`src/rtl/io_pkg.sv`:
```
// Shared definitions for the I/O slot peripherals: SPI engine states and
// the SPI slot register word offsets.
package io_pkg;

  typedef enum logic [1:0] {
    IDLE     = 2'd0,
    CPHA_DLY = 2'd1,
    P0       = 2'd2,
    P1       = 2'd3
  } spi_state_t;

  localparam logic [4:0] SPI_DATA_A = 5'd0;
  localparam logic [4:0] SPI_CTRL_A = 5'd1;
  localparam logic [4:0] SPI_SS_A   = 5'd2;
  localparam logic [4:0] SPI_STAT_A = 5'd3;

endpackage

```
`src/rtl/spi_engine.sv`:
```
// Single-transfer SPI master engine: half-period counter, bit counter,
// tx/rx shifters and a registered serial clock for all four CPOL/CPHA modes.
module spi_engine
  import io_pkg::*;
#(
  parameter int DATA_BITS = 8,
  parameter int DVSR_W    = 16
) (
  input  logic                 clk,
  input  logic                 reset,
  input  logic                 start,
  input  logic [DATA_BITS-1:0] din,
  input  logic [DVSR_W-1:0]    dvsr,
  input  logic                 cpol,
  input  logic                 cpha,
  input  logic                 miso,
  output logic [DATA_BITS-1:0] dout,
  output logic                 sclk,
  output logic                 mosi,
  output logic                 ready,
  output logic                 done_tick,
  output spi_state_t           state
);

  localparam int NW = (DATA_BITS > 1) ? $clog2(DATA_BITS) : 1;
  localparam logic [NW-1:0] LAST_BIT = NW'(DATA_BITS - 1);

  spi_state_t           state_q, state_d;
  logic [DVSR_W-1:0]    c_q, c_d;
  logic [NW-1:0]        n_q, n_d;
  logic [DATA_BITS-1:0] tx_q, tx_d;
  logic [DATA_BITS-1:0] rx_q, rx_d;
  logic                 sclk_q, sclk_d;
  logic                 half_end;
  logic                 sclk_core;

  always_ff @(posedge clk or negedge reset) begin
    if (!reset) begin
      state_q <= IDLE;
      c_q     <= '0;
      n_q     <= '0;
      tx_q    <= '0;
      rx_q    <= '0;
      sclk_q  <= 1'b0;
    end else begin
      state_q <= state_d;
      c_q     <= c_d;
      n_q     <= n_d;
      tx_q    <= tx_d;
      rx_q    <= rx_d;
      sclk_q  <= sclk_d;
    end
  end

  assign half_end = (c_q == dvsr);

  always_comb begin
    state_d   = state_q;
    c_d       = c_q;
    n_d       = n_q;
    tx_d      = tx_q;
    rx_d      = rx_q;
    done_tick = 1'b0;
    case (state_q)
      IDLE: begin
        if (start) begin
          tx_d    = din;
          n_d     = '0;
          c_d     = '0;
          state_d = cpha ? CPHA_DLY : P0;
        end
      end
      CPHA_DLY: begin
        if (half_end) begin
          c_d     = '0;
          state_d = P0;
        end else begin
          c_d = c_q + DVSR_W'(1);
        end
      end
      P0: begin
        if (half_end) begin
          c_d     = '0;
          rx_d    = {rx_q[DATA_BITS-2:0], miso};
          state_d = P1;
        end else begin
          c_d = c_q + DVSR_W'(1);
        end
      end
      P1: begin
        if (half_end) begin
          c_d = '0;
          if (n_q == LAST_BIT) begin
            done_tick = 1'b1;
            state_d   = IDLE;
          end else begin
            tx_d    = {tx_q[DATA_BITS-2:0], 1'b0};
            n_d     = n_q + NW'(1);
            state_d = P0;
          end
        end else begin
          c_d = c_q + DVSR_W'(1);
        end
      end
      default: state_d = IDLE;
    endcase
  end

  // sclk is decoded from the next state and registered so it lines up with
  // state_q and never glitches.
  assign sclk_core = ((state_d == P1) && !cpha) || ((state_d == P0) && cpha);
  assign sclk_d    = sclk_core ^ cpol;

  assign sclk  = sclk_q;
  assign mosi  = tx_q[DATA_BITS-1];
  assign dout  = rx_q;
  assign ready = (state_q == IDLE);
  assign state = state_q;

endmodule

```
`src/rtl/spi_slot.sv`:
```
// SPI master peripheral for I/O slot 1: register file, software slave
// select, sticky rx_valid flag and read mux around spi_engine.
module spi_slot
  import io_pkg::*;
#(
  parameter int              DATA_BITS  = 8,
  parameter int              DVSR_W     = 16,
  parameter logic [DVSR_W-1:0] RESET_DVSR = 16'd49
) (
  input  logic        clk,
  input  logic        reset,
  input  logic        cs,
  input  logic        read,
  input  logic        write,
  input  logic [4:0]  addr,
  input  logic [31:0] wr_data,
  output logic [31:0] rd_data,
  output logic        spi_sclk,
  output logic        spi_mosi,
  input  logic        spi_miso,
  output logic        spi_ss_n
);

  // Bus protocol: read and write are single-cycle strobes that only count
  // when cs is high; rd_data is valid combinationally for the current addr.
  logic wr_en, rd_en;
  assign wr_en = cs & write;
  assign rd_en = cs & read;

  logic [DVSR_W-1:0]    dvsr_q, dvsr_d;
  logic                 cpol_q, cpol_d;
  logic                 cpha_q, cpha_d;
  logic                 ss_n_q, ss_n_d;
  logic [DATA_BITS-1:0] rx_q, rx_d;
  logic                 rx_valid_q, rx_valid_d;

  logic                 start;
  logic                 busy;
  logic                 eng_ready;
  logic                 eng_done;
  logic [DATA_BITS-1:0] eng_dout;
  spi_state_t           eng_state;

  assign busy = (eng_state != IDLE);

  always_ff @(posedge clk or negedge reset) begin
    if (!reset) begin
      dvsr_q     <= RESET_DVSR;
      cpol_q     <= 1'b0;
      cpha_q     <= 1'b0;
      ss_n_q     <= 1'b1;
      rx_q       <= '0;
      rx_valid_q <= 1'b0;
    end else begin
      dvsr_q     <= dvsr_d;
      cpol_q     <= cpol_d;
      cpha_q     <= cpha_d;
      ss_n_q     <= ss_n_d;
      rx_q       <= rx_d;
      rx_valid_q <= rx_valid_d;
    end
  end

  always_comb begin
    dvsr_d     = dvsr_q;
    cpol_d     = cpol_q;
    cpha_d     = cpha_q;
    ss_n_d     = ss_n_q;
    rx_d       = rx_q;
    rx_valid_d = rx_valid_q;
    start      = wr_en && (addr == SPI_DATA_A) && !busy;
    if (wr_en && (addr == SPI_CTRL_A) && !busy) begin
      dvsr_d = wr_data[DVSR_W-1:0];
      cpol_d = wr_data[DVSR_W];
      cpha_d = wr_data[DVSR_W+1];
    end
    if (wr_en && (addr == SPI_SS_A)) begin
      ss_n_d = wr_data[0];
    end
    // Completion outranks a same-cycle DATA read so a fresh byte is never lost.
    if (eng_done) begin
      rx_d       = eng_dout;
      rx_valid_d = 1'b1;
    end else if (rd_en && (addr == SPI_DATA_A)) begin
      rx_valid_d = 1'b0;
    end
  end

  always_comb begin
    rd_data = '0;
    case (addr)
      SPI_DATA_A: rd_data[DATA_BITS-1:0] = rx_q;
      SPI_CTRL_A: begin
        rd_data[DVSR_W-1:0] = dvsr_q;
        rd_data[DVSR_W]     = cpol_q;
        rd_data[DVSR_W+1]   = cpha_q;
      end
      SPI_SS_A:   rd_data[0] = ss_n_q;
      SPI_STAT_A: rd_data[1:0] = {rx_valid_q, eng_ready};
      default:    rd_data = '0;
    endcase
  end

  logic unused_wr_bits;
  assign unused_wr_bits = ^wr_data[31:DVSR_W+2];

  spi_engine #(
    .DATA_BITS (DATA_BITS),
    .DVSR_W    (DVSR_W)
  ) u_engine (
    .clk       (clk),
    .reset     (reset),
    .start     (start),
    .din       (wr_data[DATA_BITS-1:0]),
    .dvsr      (dvsr_q),
    .cpol      (cpol_q),
    .cpha      (cpha_q),
    .miso      (spi_miso),
    .dout      (eng_dout),
    .sclk      (spi_sclk),
    .mosi      (spi_mosi),
    .ready     (eng_ready),
    .done_tick (eng_done),
    .state     (eng_state)
  );

  assign spi_ss_n = ss_n_q;

endmodule

```
`config.mk`:
```
export PLATFORM = sky130hd
export DESIGN_NAME = spi_slot
export DESIGN_NICKNAME = d
export VERILOG_FILES = /design/src/rtl/io_pkg.sv /design/src/rtl/spi_engine.sv /design/src/rtl/spi_slot.sv
export SDC_FILE = /design/constraint.sdc
export NUM_CORES = 1
export LEC_CHECK = 0
export ABC_AREA = 1
export BUFFER_PORTS_ARGS = -buffer_cell sky130_fd_sc_hd__buf_2
export CAP_MARGIN = 0
export CORE_UTILIZATION = 40
export DETAILED_ROUTE_END_ITERATION = 10
export PLACE_DENSITY = 0.72
export SYNTH_ARGS = -nofsm -noshare
export SYNTH_HDL_FRONTEND = slang
export SYNTH_HIERARCHICAL = 1
export SYNTH_SLANG_ARGS = --single-unit
```
`constraint.sdc`:
```
create_clock -name clk -period 2.3 [get_ports clk]
set_clock_uncertainty 0.05 [all_clocks]
set_input_delay 0.575 -clock clk [delete_from_list [all_inputs] [get_ports clk]]
set_output_delay 0.575 -clock clk [all_outputs]
set_load 0.02 [all_outputs]
```
==> flow_metrics.py <==
metrics = {
    "route": {
        "vias_per_cell": 4.87,
        "vias": 3253,
        "dr.pass1.iters": 7,
        "drc": 3,
        "drt_iter0_markers": 137,
        "drtAntennaViolNets": 0,
        "wirelength_um": 8100,
        "wl_per_cell_um": 12.1,
    },
    "clock_network": {
        "clkTransAtPathRegs_ns": 0.07,
        "cts_buffers": 9,
        "cts-root-buf": "clkbuf_8",
        "htreeDepth": 3,
        "clockBufferDepth": 2,
        "clock-sinks": 66,
        "clkLatencyLatePin_ns": 0.34,
        "tritoncts": "done",
    },
    "timing": {
        "setup_viol": 0,
        "fmax_mhz": 448,
        "period_share": 0.970,
        "final_hold_viol_count": 0,
        "slew_viol_final": 0,
        "setup_ws_ns": 0.0685,
        "period_needed_ns": 2.23,
    },
    "cells_and_area": {
        "final_area_um2": 4270,
        "drive_gt1_frac": 0.209,
        "fin_util": 0.485,
        "stdcell_count": 668,
        "syn2layout_area_growth_pct": 15.8,
        "antenna_cells": 0,
        "fin_nets": 602,
    },
    "power": {
        "p_int_mw": 1.72,
        "p_leak_nw": 2.14,
        "ir_drop_mv": 0.334,
        "combPwrFrac": 0.047,
        "power.share.clock": 0.428,
        "seq_power_share": 0.525,
        "p_per_area_nw_per_um2": 523,
        "total_power_mw": 2.23,
        "p_switching_mw": 0.515,
        "switching_share": 0.230,
    },
    "yosys": {
        "ys_top_cells_by_count": "164 x nand2_1, 68 x inv_1, 62 x dfrtp_1, 32 x nor2_1, 22 x o21ai_1",
        "synth_seq_cells": 66,
        "synth_cells": 492,
        "synth-main-ff-cell": "dfrtp_1",
        "synth_area_um2": 3690,
        "synth-edff-count": 0,
        "yosysSeqAreaShare": 0.449,
        "synth_cell_types": 37,
        "avgSynthCellArea_um2": 7.49,
        "async_flop_share": 1.00,
        "yosysTopAreaCell": "dfrtp_1",
        "synth_warnings": 6,
        "yosys-top-cells-area": "dfrtp_1 42%, nand2_1 17%, inv_1 6.9%",
        "synth_most_common_cell": "nand2_1",
        "yosys.area.top_type_share": 0.421,
    },
    "floorplan": {
        "rows": 34,
        "die_h_um": 98.0,
        "design.die.area_um2": 9610,
        "ios": 78,
        "start_util": 0.419,
        "coreArea_um2": 8810,
        "chipWidth_um": 98.0,
    },
    "outcome": {
        "status": "finished with violations",
        "failed_checks": "design-rule violations",
    },
    "worst_hold_path": {
        "hold_path_class": "in2async",
    },
    "setup_path": {
        "arrival_ns": 1.61,
        "end_kind": "primary output",
        "crit_path_start_kind": "register",
        "crit_type": "reg2out",
        "crit_fanout": 4,
        "cp.required_ns": 1.67,
    },
    "place": {
        "dp_slack_ns": 0.0924,
        "io_buffer_count": 49,
        "placed_cells": 650,
        "placed_area_um2": 4060,
        "place_congestion": 0.863,
        "hpwl_um": 6050,
    },
    "flow_run": {
        "cap_viol_max_count": 0,
    },
    "global_route": {
        "grt_pass1_wl_um": 13800,
        "grt_usage": 0.181,
        "overflow": 0,
        "grt_pass1_vias": 3138,
        "grt_max_degree": 36,
        "antenna_found_initial": 0,
    },
}
-- through the flow --
| stage | hold slack (ns) | TNS (ns) |
|---|---|---|
| floorplan | 0.229 | 0 |
| global placement | 0.407 | 0 |
| detailed placement | 0.413 | 0 |
| CTS | 0.228 | 0 |
| global route | 0.249 | -0.00764 |
| finish | 0.213 | 0 |
-- cells in the final DEF (no fill, tap or decap), types with 6 or more instances in the layout --
cell type and instances:
inv_1 67, o22ai_1 7, nand4_1 8, nand2_1 164, o21ai_1 22, a21oi_1 8
xor2_1 6, dfrtp_1 62, o211ai_1 6, buf_4 13, o21ai_0 19, conb_1 14
nor2_1 32, clkbuf_8 10, inv_2 13, nand3_1 16, buf_2 49
-- area by class of cell --
type                    count  area [µm²]
clock buffers              10         138
clock inverters             5        55.1
fillers                   851        4530
inverters                  82         309
multi-input cells         333        1600
flip-flops and latches     66        1660
well taps                 108         135
repair buffers             64         383
-- path summary, 6_finish.rpt --
| check | start | endpoint | slack [ns] | depth (start not counted) |
|---|---|---|---|---|
| min in group clk | wr_data[11] | dvsr_q[11]$_DFFE_PN0P_ | 0.38 | 3 |
| max in group asynchronous | reset | spi_ss_n$_DFFE_PN1P_ | 1.63 | 2 |
| hold / removal | reset | u_engine/tx_q[3]$_DFFE_PN0P_ | 0.21 | 2 |
| setup reg to reg | u_engine/state[1]$_DFF_PN0_ | u_engine/tx_q[4]$_DFFE_PN0P_ | 0.25 | 10 |
| hold reg to reg | rx_q[1]$_DFFE_PN0P_ | rx_q[1]$_DFFE_PN0P_ | 0.43 | 2 |
| setup / recovery | u_engine/state[1]$_DFF_PN0_ | rd_data[0] | 0.07 | 7 |
-- layer usage --
metal / routed length (µm) / track usage
met5: 0 / 0
met4: 125 / 0.0723
met3: 319 / 0.0322
met2: 4040 / 0.310
met1: 3610 / 0.225
-- sequential cells by signal, indices dropped and copies added, names as in the netlist --
signal / flops
cpha_q: 1
cpol_q: 1
dvsr_q: 16
rx_q: 8
rx_valid_q: 1
spi_ss_n: 1
u_engine/c_q: 16
u_engine/dout: 8
u_engine/n_q: 3
u_engine/sclk: 1
u_engine/state: 2
u_engine/tx_q: 8
-- worst max-delay path: stages, from the launching register on --
cell and delay [ns]:
dfrtp_1 0.41, or2_2 0.34, inv_2 0.09, nand4_1 0.10, nand2_1 0.09, inv_1 0.04
nand2_1 0.05, buf_2 0.15
-- power by group through the flow --
stage | Sequential, mW | Clock, mW | Combinational (mW)
3_3_place_gp | 1.19 | 0 | 0.104
2_1_floorplan | 1.20 | 0 | 0.0555
3_5_place_dp | 1.19 | 0 | 0.106
6_report | 1.17 | 0.956 | 0.105
4_1_cts | 1.17 | 0.980 | 0.107
5_1_grt | 1.17 | 1.03 | 0.118
-- cell families after synthesis --
family          share of synthesized area
flops                               0.449
buf+inv                             0.131
mux                               0.00305
xor+xnor                           0.0166
simple gates                        0.287
fa+ha+maj                          0.0102
compound gates                      0.102
other cells                       0.00102
-- repair_timing --
action                                 in CTS  in global routing
gates resized for setup                     1                  0
hold buffers                                0                  0
setup endpoints to repair                   1                  1
setup buffers                               1                  2
endpoints found under the hold margin       0                  0
Power figures use the tool's default switching activity.
